==> src/rtl/ling_pkg.sv <==
// Shared types for the chunked Ling adder: FSM state encoding, per-bit p/g/t bundle
// and the counter-width helper used by the top level.
package ling_pkg;

    typedef enum logic [1:0] {
        IDLE = 2'd0,
        RUN  = 2'd1,
        DONE = 2'd2
    } state_t;

    // Per-bit propagate (xor), generate (and) and transmit (or) terms
    typedef struct packed {
        logic p;
        logic g;
        logic t;
    } pgt_t;

    // Width of a counter that spans 0..n-1; never narrower than one bit
    function automatic int cnt_w(input int n);
        return (n > 1) ? $clog2(n) : 1;
    endfunction

endpackage

==> src/rtl/ling_chunk_unit.sv <==
// Combinational CHUNK-bit slice of the Ling adder. Runs the pseudo-carry recurrence
// h[i+1] = g[i] | (t[i-1] & h[i]) across the slice, seeded by the pseudo-carry and
// top-bit transmit of the previous slice, and recovers true carries c[i] = t[i-1] & h[i].
module ling_chunk_unit
    import ling_pkg::*;
#(
    parameter int CHUNK = 16
) (
    input  logic [CHUNK-1:0] a_c,
    input  logic [CHUNK-1:0] b_c,
    input  logic             h_in,
    input  logic             t_in,
    output logic [CHUNK-1:0] s_c,
    output logic             h_out,
    output logic             t_out,
    output logic             c_msb,
    output logic             c_out
);

    pgt_t [CHUNK-1:0] pgt;
    logic [CHUNK:0]   h;
    logic [CHUNK-1:0] c;

    // Ripple the Ling pseudo-carry through the slice and form sum bits from true carries
    always_comb begin
        logic t_prev;
        pgt    = '0;
        h      = '0;
        c      = '0;
        s_c    = '0;
        t_prev = t_in;
        h[0]   = h_in;
        for (int i = 0; i < CHUNK; i++) begin
            pgt[i].g = a_c[i] & b_c[i];
            pgt[i].p = a_c[i] ^ b_c[i];
            pgt[i].t = a_c[i] | b_c[i];
            c[i]     = t_prev & h[i];
            h[i+1]   = pgt[i].g | c[i];
            s_c[i]   = pgt[i].p ^ c[i];
            t_prev   = pgt[i].t;
        end
    end

    assign h_out = h[CHUNK];
    assign t_out = pgt[CHUNK-1].t;
    assign c_msb = c[CHUNK-1];
    // True carry out of the slice: transmit of the top bit gates its pseudo-carry
    assign c_out = pgt[CHUNK-1].t & h[CHUNK];

endmodule

==> src/rtl/ling_chunked_adder.sv <==
// Multi-cycle WIDTH-bit Ling adder: one CHUNK-bit slice per RUN cycle, valid/ready
// operand and result interfaces. Define LING_OVF_EN to add the signed-overflow
// output ovf, registered alongside cout.
module ling_chunked_adder
    import ling_pkg::*;
#(
    parameter int WIDTH = 64,
    parameter int CHUNK = 16
) (
    input  logic             clk,
    input  logic             rst,
    input  logic             in_valid,
    output logic             in_ready,
    input  logic [WIDTH-1:0] a,
    input  logic [WIDTH-1:0] b,
    input  logic             cin,
    output logic             out_valid,
    input  logic             out_ready,
    output logic [WIDTH-1:0] sum,
    output logic             cout,
    output logic             busy
`ifdef LING_OVF_EN
    ,
    output logic             ovf
`endif
);

    localparam int N     = WIDTH / CHUNK;
    localparam int CNT_W = cnt_w(N);

    generate
        if (CHUNK < 1 || (WIDTH % CHUNK) != 0) begin : g_bad_chunk
            $error("ling_chunked_adder: WIDTH must be a positive multiple of CHUNK");
        end
    endgenerate

    state_t             state_q, state_d;
    logic [WIDTH-1:0]   a_q, b_q;
    logic [WIDTH-1:0]   sum_q;
    logic [CNT_W-1:0]   cnt_q;
    logic               h_q, t_q;
    logic               cout_q;
    logic               accept;
    logic               last;
    int                 off;
    logic [CHUNK-1:0]   a_chunk, b_chunk, s_chunk;
    logic               h_nxt, t_nxt, c_msb, c_top;

    assign accept = in_valid & in_ready;
    assign last   = (cnt_q == CNT_W'(N - 1));

    // Select the operand slice addressed by the chunk counter
    always_comb begin
        off     = int'(cnt_q) * CHUNK;
        a_chunk = a_q[off +: CHUNK];
        b_chunk = b_q[off +: CHUNK];
    end

    ling_chunk_unit #(
        .CHUNK (CHUNK)
    ) u_chunk (
        .a_c   (a_chunk),
        .b_c   (b_chunk),
        .h_in  (h_q),
        .t_in  (t_q),
        .s_c   (s_chunk),
        .h_out (h_nxt),
        .t_out (t_nxt),
        .c_msb (c_msb),
        .c_out (c_top)
    );

    // State register
    always_ff @(posedge clk) begin
        if (rst) state_q <= IDLE;
        else     state_q <= state_d;
    end

    // Next-state: a result take with a same-cycle accept goes straight back to RUN
    always_comb begin
        state_d = state_q;
        unique case (state_q)
            IDLE:    if (accept) state_d = RUN;
            RUN:     if (last)   state_d = DONE;
            DONE: begin
                if (accept)         state_d = RUN;
                else if (out_ready) state_d = IDLE;
            end
            default: state_d = IDLE;
        endcase
    end

    // Handshake and status outputs decoded from the current state
    always_comb begin
        in_ready  = (state_q == IDLE) | ((state_q == DONE) & out_ready);
        out_valid = (state_q == DONE);
        busy      = (state_q == RUN);
    end

    // Operands are only captured on accept and need no reset
    always_ff @(posedge clk) begin
        if (accept) begin
            a_q <= a;
            b_q <= b;
        end
    end

    // Ling seed, chunk counter and result assembly
    always_ff @(posedge clk) begin
        if (rst) begin
            h_q    <= 1'b0;
            t_q    <= 1'b1;
            cnt_q  <= '0;
            sum_q  <= '0;
            cout_q <= 1'b0;
        end else if (accept) begin
            h_q   <= cin;
            t_q   <= 1'b1;
            cnt_q <= '0;
        end else if (state_q == RUN) begin
            sum_q[off +: CHUNK] <= s_chunk;
            h_q                 <= h_nxt;
            t_q                 <= t_nxt;
            if (last) begin
                cnt_q  <= '0;
                cout_q <= c_top;
            end else begin
                cnt_q  <= cnt_q + 1'b1;
            end
        end
    end

`ifdef LING_OVF_EN
    logic ovf_q;

    // Signed overflow is the carry into the sign bit differing from the carry out of it
    always_ff @(posedge clk) begin
        if (rst) begin
            ovf_q <= 1'b0;
        end else if (!accept && state_q == RUN && last) begin
            ovf_q <= c_msb ^ c_top;
        end
    end

    assign ovf = ovf_q;
`else
    logic unused_c_msb;
    assign unused_c_msb = c_msb;
`endif

    assign sum  = sum_q;
    assign cout = cout_q;

endmodule
==> config.mk <==
export PLATFORM = sky130hd
export DESIGN_NAME = ling_chunked_adder
export DESIGN_NICKNAME = d
export VERILOG_FILES = /design/src/rtl/ling_pkg.sv /design/src/rtl/ling_chunk_unit.sv /design/src/rtl/ling_chunked_adder.sv
export SDC_FILE = /design/constraint.sdc
export NUM_CORES = 1
export LEC_CHECK = 0
export CAP_MARGIN = 5
export CORE_UTILIZATION = 53
export CTS_CLUSTER_SIZE = 28
export DETAILED_ROUTE_END_ITERATION = 6
export PLACE_DENSITY_LB_ADDON = 0.3
export SLEW_MARGIN = 20
export SYNTH_ARGS = -nofsm -noshare
export SYNTH_HDL_FRONTEND = slang
export SYNTH_SLANG_ARGS = --single-unit
==> constraint.sdc <==
create_clock -name clk -period 14.8 [get_ports clk]
set_clock_uncertainty 0.1 [all_clocks]
set_input_delay 2.22 -clock clk [delete_from_list [all_inputs] [get_ports clk]]
set_output_delay 2.22 -clock clk [all_outputs]
set_load 0.1 [all_outputs]
==> results.cfg, run 1 <==
[clock_network]
postCtsHoldBufs = 0
cts.sinks = 199
clk_pin_slew_ns = 0.07
cts_tree = yes
clockBufferDepth = 2
clock_latency_ns = 0.43
cts_setup_buffers = 0
root_buffer = clkbuf_16
h-tree-depth = 4
cts_resized = 0
cts_buffers = 17

[worst_setup_path]
worstReg2RegEnd = sum[31]
crit_fanout = 15
ff2ff_setup_slack_ns = 6.64
arrival_ns = 8.43
required_ns = 15.06
critPathCaptureType = register
crit_type = reg -> reg
timing.rr.start = cnt_q[1]
r2r_cells = 20
start_kind = register

[yosys]
syn_avg_cell_area_um2 = 15.6
synth-seq-cells = 199
synth_most_common_cell = edfxtp_1
synthXorXnorAreaFrac_pct = 0
synth-async-reset-ratio_pct = 0
synth-compound-area-share_pct = 7.44
netlist_area_mm2 = 0.00787
yosysTopAreaCellShare_pct = 48.8
synth-edff-count = 128
synth_cells = 503
synth_top_family_by_area = multiplexers
synth-simple-area-share_pct = 5.85
syn-num-nets = 660
ys.warnings.count = 0
synth_mux_area_share_pct = 9.41
yosysSeqAreaShare_pct = 66.9
ys.flop_type = edfxtp_1
yosys-top-cells-count = 128 x edfxtp_1, 71 x dfxtp_1, 67 x inv_1
synth_fa_ha_area_share_pct = 5.34
synth_top_area_cell = edfxtp_1
ys_types = 36
ys_top_cells_by_area = edfxtp_1 49%, dfxtp_1 18%, mux4_2 9.2%

[pwr]
p_per_area_mw_per_mm2 = 123
p_leak_nw = 3.62
peakVddDrop_v = 0.0000745

[grt]
antenna_found_initial = 0
use_met2_pct = 37.5
grt_use_total_pct = 22.7
use_met1_pct = 29.6
grt_max_degree = 95
grt-ovfl-total = 0
grt_pass1_vias = 4876
use_met3_pct = 5.68
busiest_layer = met2
grt_pass1_wl_um = 25000

[timing]
setup_tns_ns = 0
slew_violations = 0
max_clock_freq_ghz = 0.122
worstMarginPinSlew_ns = 1.04
finalCriticalPeriod_ns = 8.16
rsz0062_at_grt = false
final_hold_viol_count = 0
max_slew_margin_pct = 30.1
setup_violations = 0
period_share_pct = 55.2

[finish]
n_antenna_cell = 0
multi_input_area_mm2 = 0.00221
seqCellArea_mm2 = 0.00527
fin_nets = 853
fin_cells = 892
nFillCells = 930
area_growth_pct = 34.4
drive_gt1_share_pct = 11.6

[flow_run]
drv_cap = 0

[die]
core_mm2 = 0.0145
die-area_mm2 = 0.0153
pin_count = 201
placementRows = 44
fp.dieH_um = 124
chipWidth_um = 124
floorplan.initialDensity_pct = 54.2

[placement]
place_hpwl_um = 11800
dp_cells = 861
place_congestion = 0.780
io_buffers = 200

[detailed_routing]
drtAntennaViolNets = 0
wirelength_um = 16600
drtIter0Drc = 355
vias = 4817
vias_per_cell = 5.40
first_pass_iters = 5
post-route-drc-count = 0
routedWlPerCell_um = 18.6

[worst_hold_path]
hold_path.class = reg -> reg
min_path_cells = 2
hold_path_end = sum[28]
hold_start = sum[28]

[outcome]
status = complete, no violations
==> kinds of logic after synthesis <==
family / count (synthesis)
adder cells (fa/ha/maj): 24
multiplexers: 34
flip-flops: 199
AND/OR/NAND/NOR: 76
AO/OA/AOI/OAI: 73
buffers and inverters: 97
==> final cells by class <==
type | instances | share of cell area [%]
timing repair buffer | 204 | 19.2
inverter | 67 | 2.38
clock inverter | 9 | 0.698
sequential | 199 | 49.8
clock buffer | 22 | 4.80
tap | 184 | 2.18
multi-input combinational | 207 | 20.9
==> worst max path at each step <==
stage,slack [ns],end,cells past startpoint,start
2_1_floorplan,6.44,a_q[0],2,in_valid
3_3_place_gp,6.76,sum[31],20,cnt_q[1]
3_5_place_dp,6.63,sum[31],20,cnt_q[1]
4_1_cts,6.62,sum[31],20,cnt_q[1]
5_1_grt,6.33,sum[31],20,cnt_q[1]
6_report,6.64,sum[31],20,cnt_q[1]
==> cells in the final DEF, fill, tap and decap left out, drive strengths merged <==
cell type,n
nor2b,2
or4b,2
or2,2
a22oi,1
clkinv,2
mux2i,2
ha,8
edfxtp,128
nand3b,18
and3b,2
nor2,6
nand4b,1
buf,5
and2b,1
o21bai,1
clkdlybuf4s50,199
inv,73
mux4,32
a311oi,1
dfxtp,71
a21oi,18
bufinv,1
nand2b,3
o21ai,18
a21o,2
nand3,1
or4bb,1
nor4b,2
clkbuf,22
nand2,19
or3,16
fa,16
o32ai,32
==> critical path: stages, from the launching register on <==
cell and delay, ns:
dfxtp_2 0.56, mux4_2 0.28, inv_1 0.06, fa_1 0.44
fa_1 0.41, fa_1 0.39, fa_1 0.38, fa_1 0.40
fa_1 0.39, fa_1 0.42, fa_1 0.40, fa_1 0.38
fa_1 0.40, fa_1 0.43, fa_1 0.40, fa_1 0.39
fa_1 0.39, fa_1 0.42, fa_1 0.52, or3_1 0.39
a21oi_1 0.14
==> power breakdown <==
part | total [mW] | internal, mW | switching [mW] | leakage, nW
combinational | 0.213 | 0.0885 | 0.125 | 1.53
clock | 0.452 | 0.254 | 0.198 | 0.297
sequential | 0.636 | 0.625 | 0.0110 | 1.80
==> state kept, by name, summed over array words and instances, names as in the netlist <==
register and cells:
a_q 64, b_q 64, cnt_q 2, cout 1, h_q 1, state_q 2
sum 64, t_q 1
==> metal layers <==
layer	vias up	share of wire [%]
li1	2240	-
met5	-	0
met4	0	1.6
met3	19	5.9
met1	2350	42
met2	208	51
==> through the flow <==
step / total power [mW] / hold WS, ns / util [%] / worst slack [ns] / area [µm²]
detailed placement: 0.862 / 0.355 / 68.7 / 6.63 / 9990
finish: 1.30 / 0.361 / 72.8 / 6.64 / 10600
global route: 1.35 / 0.379 / 72.8 / 6.33 / 10600
CTS: 1.31 / 0.365 / 72.7 / 6.62 / 10600
global placement: 0.856 / 0.350 / 68.7 / 6.76 / 9990
floorplan: 0.781 / 0.411 / - / 6.44 / 7870
No activity file was read; power rests on OpenSTA's default activity.
==> run 2: changes to the inputs <==
CORE_UTILIZATION = 44   (was 53)
clock period = 7.5 ns   (was 14.8 ns; I/O delays follow)
==> run 2 against run 1 <==
Compared with the run above:
- largest power group unchanged
- flip-flop and latch count stayed put
- critical path type unchanged
- total power up 100%
- clock-buffer cell count stayed put
- highest routed layer unchanged
==> results.cfg, run 2 (synthesis results as in run 1) <==
[detailed_routing]
post-route-drc-count = 0
drtIter0Drc = 361
drtAntennaViolNets = 0
vias_per_cell = 5.10
routedWlPerCell_um = 18.1
first_pass_iters = 4
vias = 4795
wirelength_um = 17000

[worst_setup_path]
crit_fanout = 5
worstReg2RegEnd = sum[31]
ff2ff_setup_slack_ns = 0.22
cp_cell_sequence = mux4_2, inv_2, fa_2, fa_2, fa_2, fa_2, fa_2, fa_2, fa_2, fa_2, fa_2, fa_2, fa_2, fa_2, fa_2, fa_2, fa_2, fa_1, or3_1, a21oi_1
timing.rr.start = cnt_q[0]
start_kind = register
max_stage_delay_ns = 0.45
r2r_cells = 20
slowest_stage = fa_1
critPathCaptureType = register
path_common_cell = fa_2
crit_type = reg -> reg
required_ns = 7.76
arrival_ns = 7.54

[clock_network]
clockBufferDepth = 2
clock_latency_ns = 0.43
cts_tree = yes
cts_buffers = 17
clk_pin_slew_ns = 0.07
postCtsHoldBufs = 0
root_buffer = clkbuf_16
h-tree-depth = 4
cts.sinks = 199

[finish]
area_growth_pct = 36.2
n_antenna_cell = 0
drive_gt1_share_pct = 14.7
final_cell_mix = 199 x clkdlybuf4s50_1, 128 x edfxtp_1, 69 x dfxtp_1, 66 x inv_1, 32 x mux4_2
layout_commonest_cell = clkdlybuf4s50_1
fin_nets = 859

[timing]
max_slew_margin_pct = 28.4
rsz0062_at_grt = true
slew_violations = 0
worstMarginPinSlew_ns = 1.07
hold_ws_ns = 0.351
max_clock_freq_ghz = 0.137
finalCriticalPeriod_ns = 7.28
final_hold_viol_count = 0
setup_violations = 0
period_share_pct = 97.0

[pwr]
p_total_mw = 2.60
p_per_area_mw_per_mm2 = 243
p_leak_nw = 3.64
peakVddDrop_v = 0.000161

[grt]
grt_pass1_wl_um = 26600
grt_pass1_vias = 5008
grt_use_total_pct = 19.7
grt-ovfl-total = 0
grt_max_degree = 89
antenna_found_initial = 0

[die]
chipWidth_um = 136
placementRows = 48
fp.dieH_um = 136
pin_count = 201
core_mm2 = 0.0174
die-area_mm2 = 0.0184
floorplan.initialDensity_pct = 45.4

[flow_run]
drv_cap = 0

[placement]
place_congestion = 0.797
io_buffers = 200
place_hpwl_um = 12500

[worst_hold_path]
min_path_cells = 2
hold_path.class = reg -> reg
hold_path_end = sum[31]
hold_start = sum[31]

[outcome]
status = complete, no violations
==> run 2: report_power, final <==
| part | switching, mW | leakage (nW) | total [mW] | internal (mW) |
|---|---|---|---|---|
| Clock | 0.388 | 0.296 | 0.903 | 0.514 |
| Combinational | 0.255 | 1.55 | 0.448 | 0.193 |
| Sequential | 0.0199 | 1.80 | 1.25 | 1.23 |
==> run 2: what timing repair did <==
item / 4_1_cts / 5_1_grt
gates resized for setup: 0 / 6
endpoints found under the hold margin: 0 / 0
setup buffers: 0 / 1
endpoints found under the setup margin: 0 / 2
==> run 2: worst max path at each step <==
stage / to / start
4_1_cts: sum[31] / cnt_q[0]
3_3_place_gp: sum[31] / cnt_q[0]
3_5_place_dp: sum[31] / cnt_q[0]
2_1_floorplan: sum[31] / cnt_q[0]
5_1_grt: sum[31] / cnt_q[0]
6_report: sum[31] / cnt_q[0]
==> run 2: critical path: cells and delay by family, from the launching register on <==
family                     cells  cell delay, ns
adders and majority gates     16            5.84
DFF                            1            0.37
AOI/OAI and AO/OA              1            0.13
buffers and inverters          1            0.04
muxes                          1            0.34
and+or+nand+nor                1            0.37
==> run 2: layout make-up <==
type,count,area (µm²)
Sequential cell,199,5270
Timing Repair Buffer,210,2080
Multi-Input combinational cell,207,2250
Clock inverter,10,105
Clock buffer,22,485
Fill cell,1256,6640
Inverter,67,251
Tap cell,225,282
==> run 2: per-stage QoR <==
step	setup slack, ns	setup TNS [ns]	std cells	util [%]	instance area, µm²
CTS	0.0496	0	939	61.6	10700
global placement	0.132	0	907	58.2	10100
global route	-0.00357	-0.00357	940	61.8	10700
finish	0.222	0	940	61.8	10700
floorplan	0.0396	0	503	-	7920
detailed placement	0.0645	0	907	58.2	10100
==> run 2: routing by layer <==
metal  up-vias  global-route usage [%]  part of all wire, %
met5         -                       0                    0
met4         0                    5.99                  1.5
met3        22                    5.46                  6.8
met2       209                    32.0                   50
met1      2308                    25.5                   42
li1       2256                       -                    -
==> patch, RTL diff (settings of run 2) <==
The parameter `WIDTH` goes from 64 to 128.
--- a/src/rtl/ling_chunked_adder.sv
+++ b/src/rtl/ling_chunked_adder.sv
@@ -4,7 +4,7 @@
 module ling_chunked_adder
     import ling_pkg::*;
 #(
-    parameter int WIDTH = 64,
+    parameter int WIDTH = 128,
     parameter int CHUNK = 16
 ) (
     input  logic             clk,
Interface: changed (resized a, b and sum); port bits go from 201 to 393. No check against the original RTL was run, so the function may have changed too.
==> patch against run 2 <==
Wire length up 140%; area after synthesis up 100%; count of clock-buffer cells in the layout up 41; synthesized cell count up 93%; final area up 100%; combinational power up 36%; total power up 94%; die area up 100%; sequential cell count up 193; worst setup slack worse by 16 ps; largest power group unchanged.
==> patch: results (changes against run 2) <==
status=finished clean (unchanged); Max-Slew Margin vs Limit=28.4% (about the same); first-pass GRT wire length=58800 microns (was 26600 microns); Detailed Place HPWL=29900 microns (was 12500 microns); DR vias/cell=5.06 (was 5.10); nets=1652 (was 859); 1st-pass router iterations=4 (unchanged); WL/cell=21.6 microns (was 18.1 microns); worst setup path category=flip-flop to flip-flop (unchanged); Worst R2R Setup Slack=210 ps (was 220 ps); Netlist cell types=43 (was 36); Syn Nets=1255 (was 660); top cells by count, synth=edfxtp_1 (256), mux2i_1 (162), dfxtp_1 (136) (was edfxtp_1 (128), dfxtp_1 (71), inv_1 (67)); Initial DRC Count=522 (was 361); CTS max path bufs=3 (was 2); VDD IR max=0.205 mV (was 0.161 mV); depth of the CTS H-tree=2 (was 4); number of global-route vias before repair=9928 (was 5008); YS warnings=0 (unchanged); reg-to-reg endpoint=sum[95] (was sum[31]); Reg clk slew, reported paths=60 ps; Arr. time, crit path=7620 ps (was 7540 ps); RD Place Congestion=0.830 (was 0.797); I/O Buffers=392 (was 200); total wire length=40300 microns (was 17000 microns); worst-path maximum fanout=7 (was 5); Placed Cells=1784 (was 907); GR Util All Layers=21.9% (was 19.7%); pin count of the biggest net entering global routing=175 (was 89); CTS Buf Count=41 (was 17); HP Class=flip-flop to flip-flop (unchanged); ys async rst share=0% (unchanged); Seq/Total Area, Yosys=65.7% (was 66.9%); fillers=2667 (was 1256); worst r2r src=cnt_q[0] (unchanged); number of synthesized flops with an enable pin=256 (was 128); worst r2r path cells=21 (was 20); Avg Inst Size Synth=16.4 sq um (was 15.6 sq um); CTS root buffer=clkbuf_16 (unchanged); worst skew pair latency=550 ps (was 430 ps); P_leak=7.82 nW (was 3.64 nW); Synth area leaders=edfxtp_1 (48%), dfxtp_1 (17%), mux2i_1 (10%) (was edfxtp_1 (49%), dfxtp_1 (18%), mux4_2 (9.2%)); initial antenna violation count=4 (was 0); layout cells sized above 1=13.7% (was 14.7%)
-- patch: changes by cell type in the layout (fill, tap and decap cells not counted), moves of 62 or more --
cell             delta
mux2i_1           +160
edfxtp_1          +128
inv_1              -62
dfxtp_1            +65
nand2b_1          +128
clkdlybuf4s50_1   +192
-- patch: kinds of logic after synthesis --
kind of cell / after synthesis / synth area share [%]
muxes: 226 / 19.0
AOI/OAI and AO/OA: 18 / 0.939
and+or+nand+nor: 246 / 9.17
buffers and inverters: 62 / 2.47
DFF: 392 / 65.7
adders and majority gates: 25 / 2.73
-- patch: area by class of cell --
| class | instances | share of cell area, % |
|---|---|---|
| sequential | 392 | 48.3 |
| timing repair buffer | 410 | 18.9 |
| inverter | 6 | 0.105 |
| clock buffer | 63 | 5.57 |
| antenna | 3 | 0.0348 |
| multi-input combinational | 515 | 23.8 |
| tap | 461 | 2.68 |
| clock inverter | 12 | 0.557 |
-- patch: critical path, cell delays in order (launching register included) --
cell	delay [ps]
dfxtp_4	380
mux4_2	340
mux2i_1	100
fa_2	410
fa_2	350
fa_2	360
fa_2	370
fa_2	360
fa_2	350
fa_2	350
fa_2	360
fa_2	370
fa_2	350
fa_2	350
fa_2	350
fa_2	380
fa_2	360
fa_2	380
fa_2	580
nor2_4	50
nand2_1	100
mux2i_1	80
-- patch: stage by stage --
step	area, sq um	setup WS, ps	setup TNS [ps]	utilization, %
after floorplan	15900	8.55	0	-
after global placement	20200	-56.7	-285	56.9
after detailed placement	20200	-147	-1060	56.9
after CTS	21500	4.90	0	60.7
after global routing	21500	7.02	0	60.7
final	21500	206	0	60.7
-- patch: power breakdown --
part / total (mW) / internal [mW] / switching, mW / leakage, nW
combinational: 0.609 / 0.285 / 0.324 / 3.63
sequential: 2.45 / 2.42 / 0.0306 / 3.55
clock: 1.98 / 1.15 / 0.835 / 0.641
-- patch: how the worst min path moves through the flow --
stage                      to  slack [ps]  start  cells after the start
after floorplan           t_q         340    t_q                      1
after global placement    t_q         350    t_q                      1
after detailed placement  t_q         350    t_q                      1
after CTS                 t_q         370    t_q                      1
after global routing      t_q         390    t_q                      1
final                     t_q         370    t_q                      1
-- patch: per-layer routing --
layer  GRT usage [%]  routed length (microns)
met5               0                       25
met4            7.23                      982
met3            5.66                     3110
met2            37.0                    20000
met1            27.2                    16100
-- patch: timing repair --
item | in CTS | in global routing
setup endpoints to repair | 8 | 8
gates resized for setup | 4 | 5
setup buffers | 0 | 0
gates cloned | 0 | 0
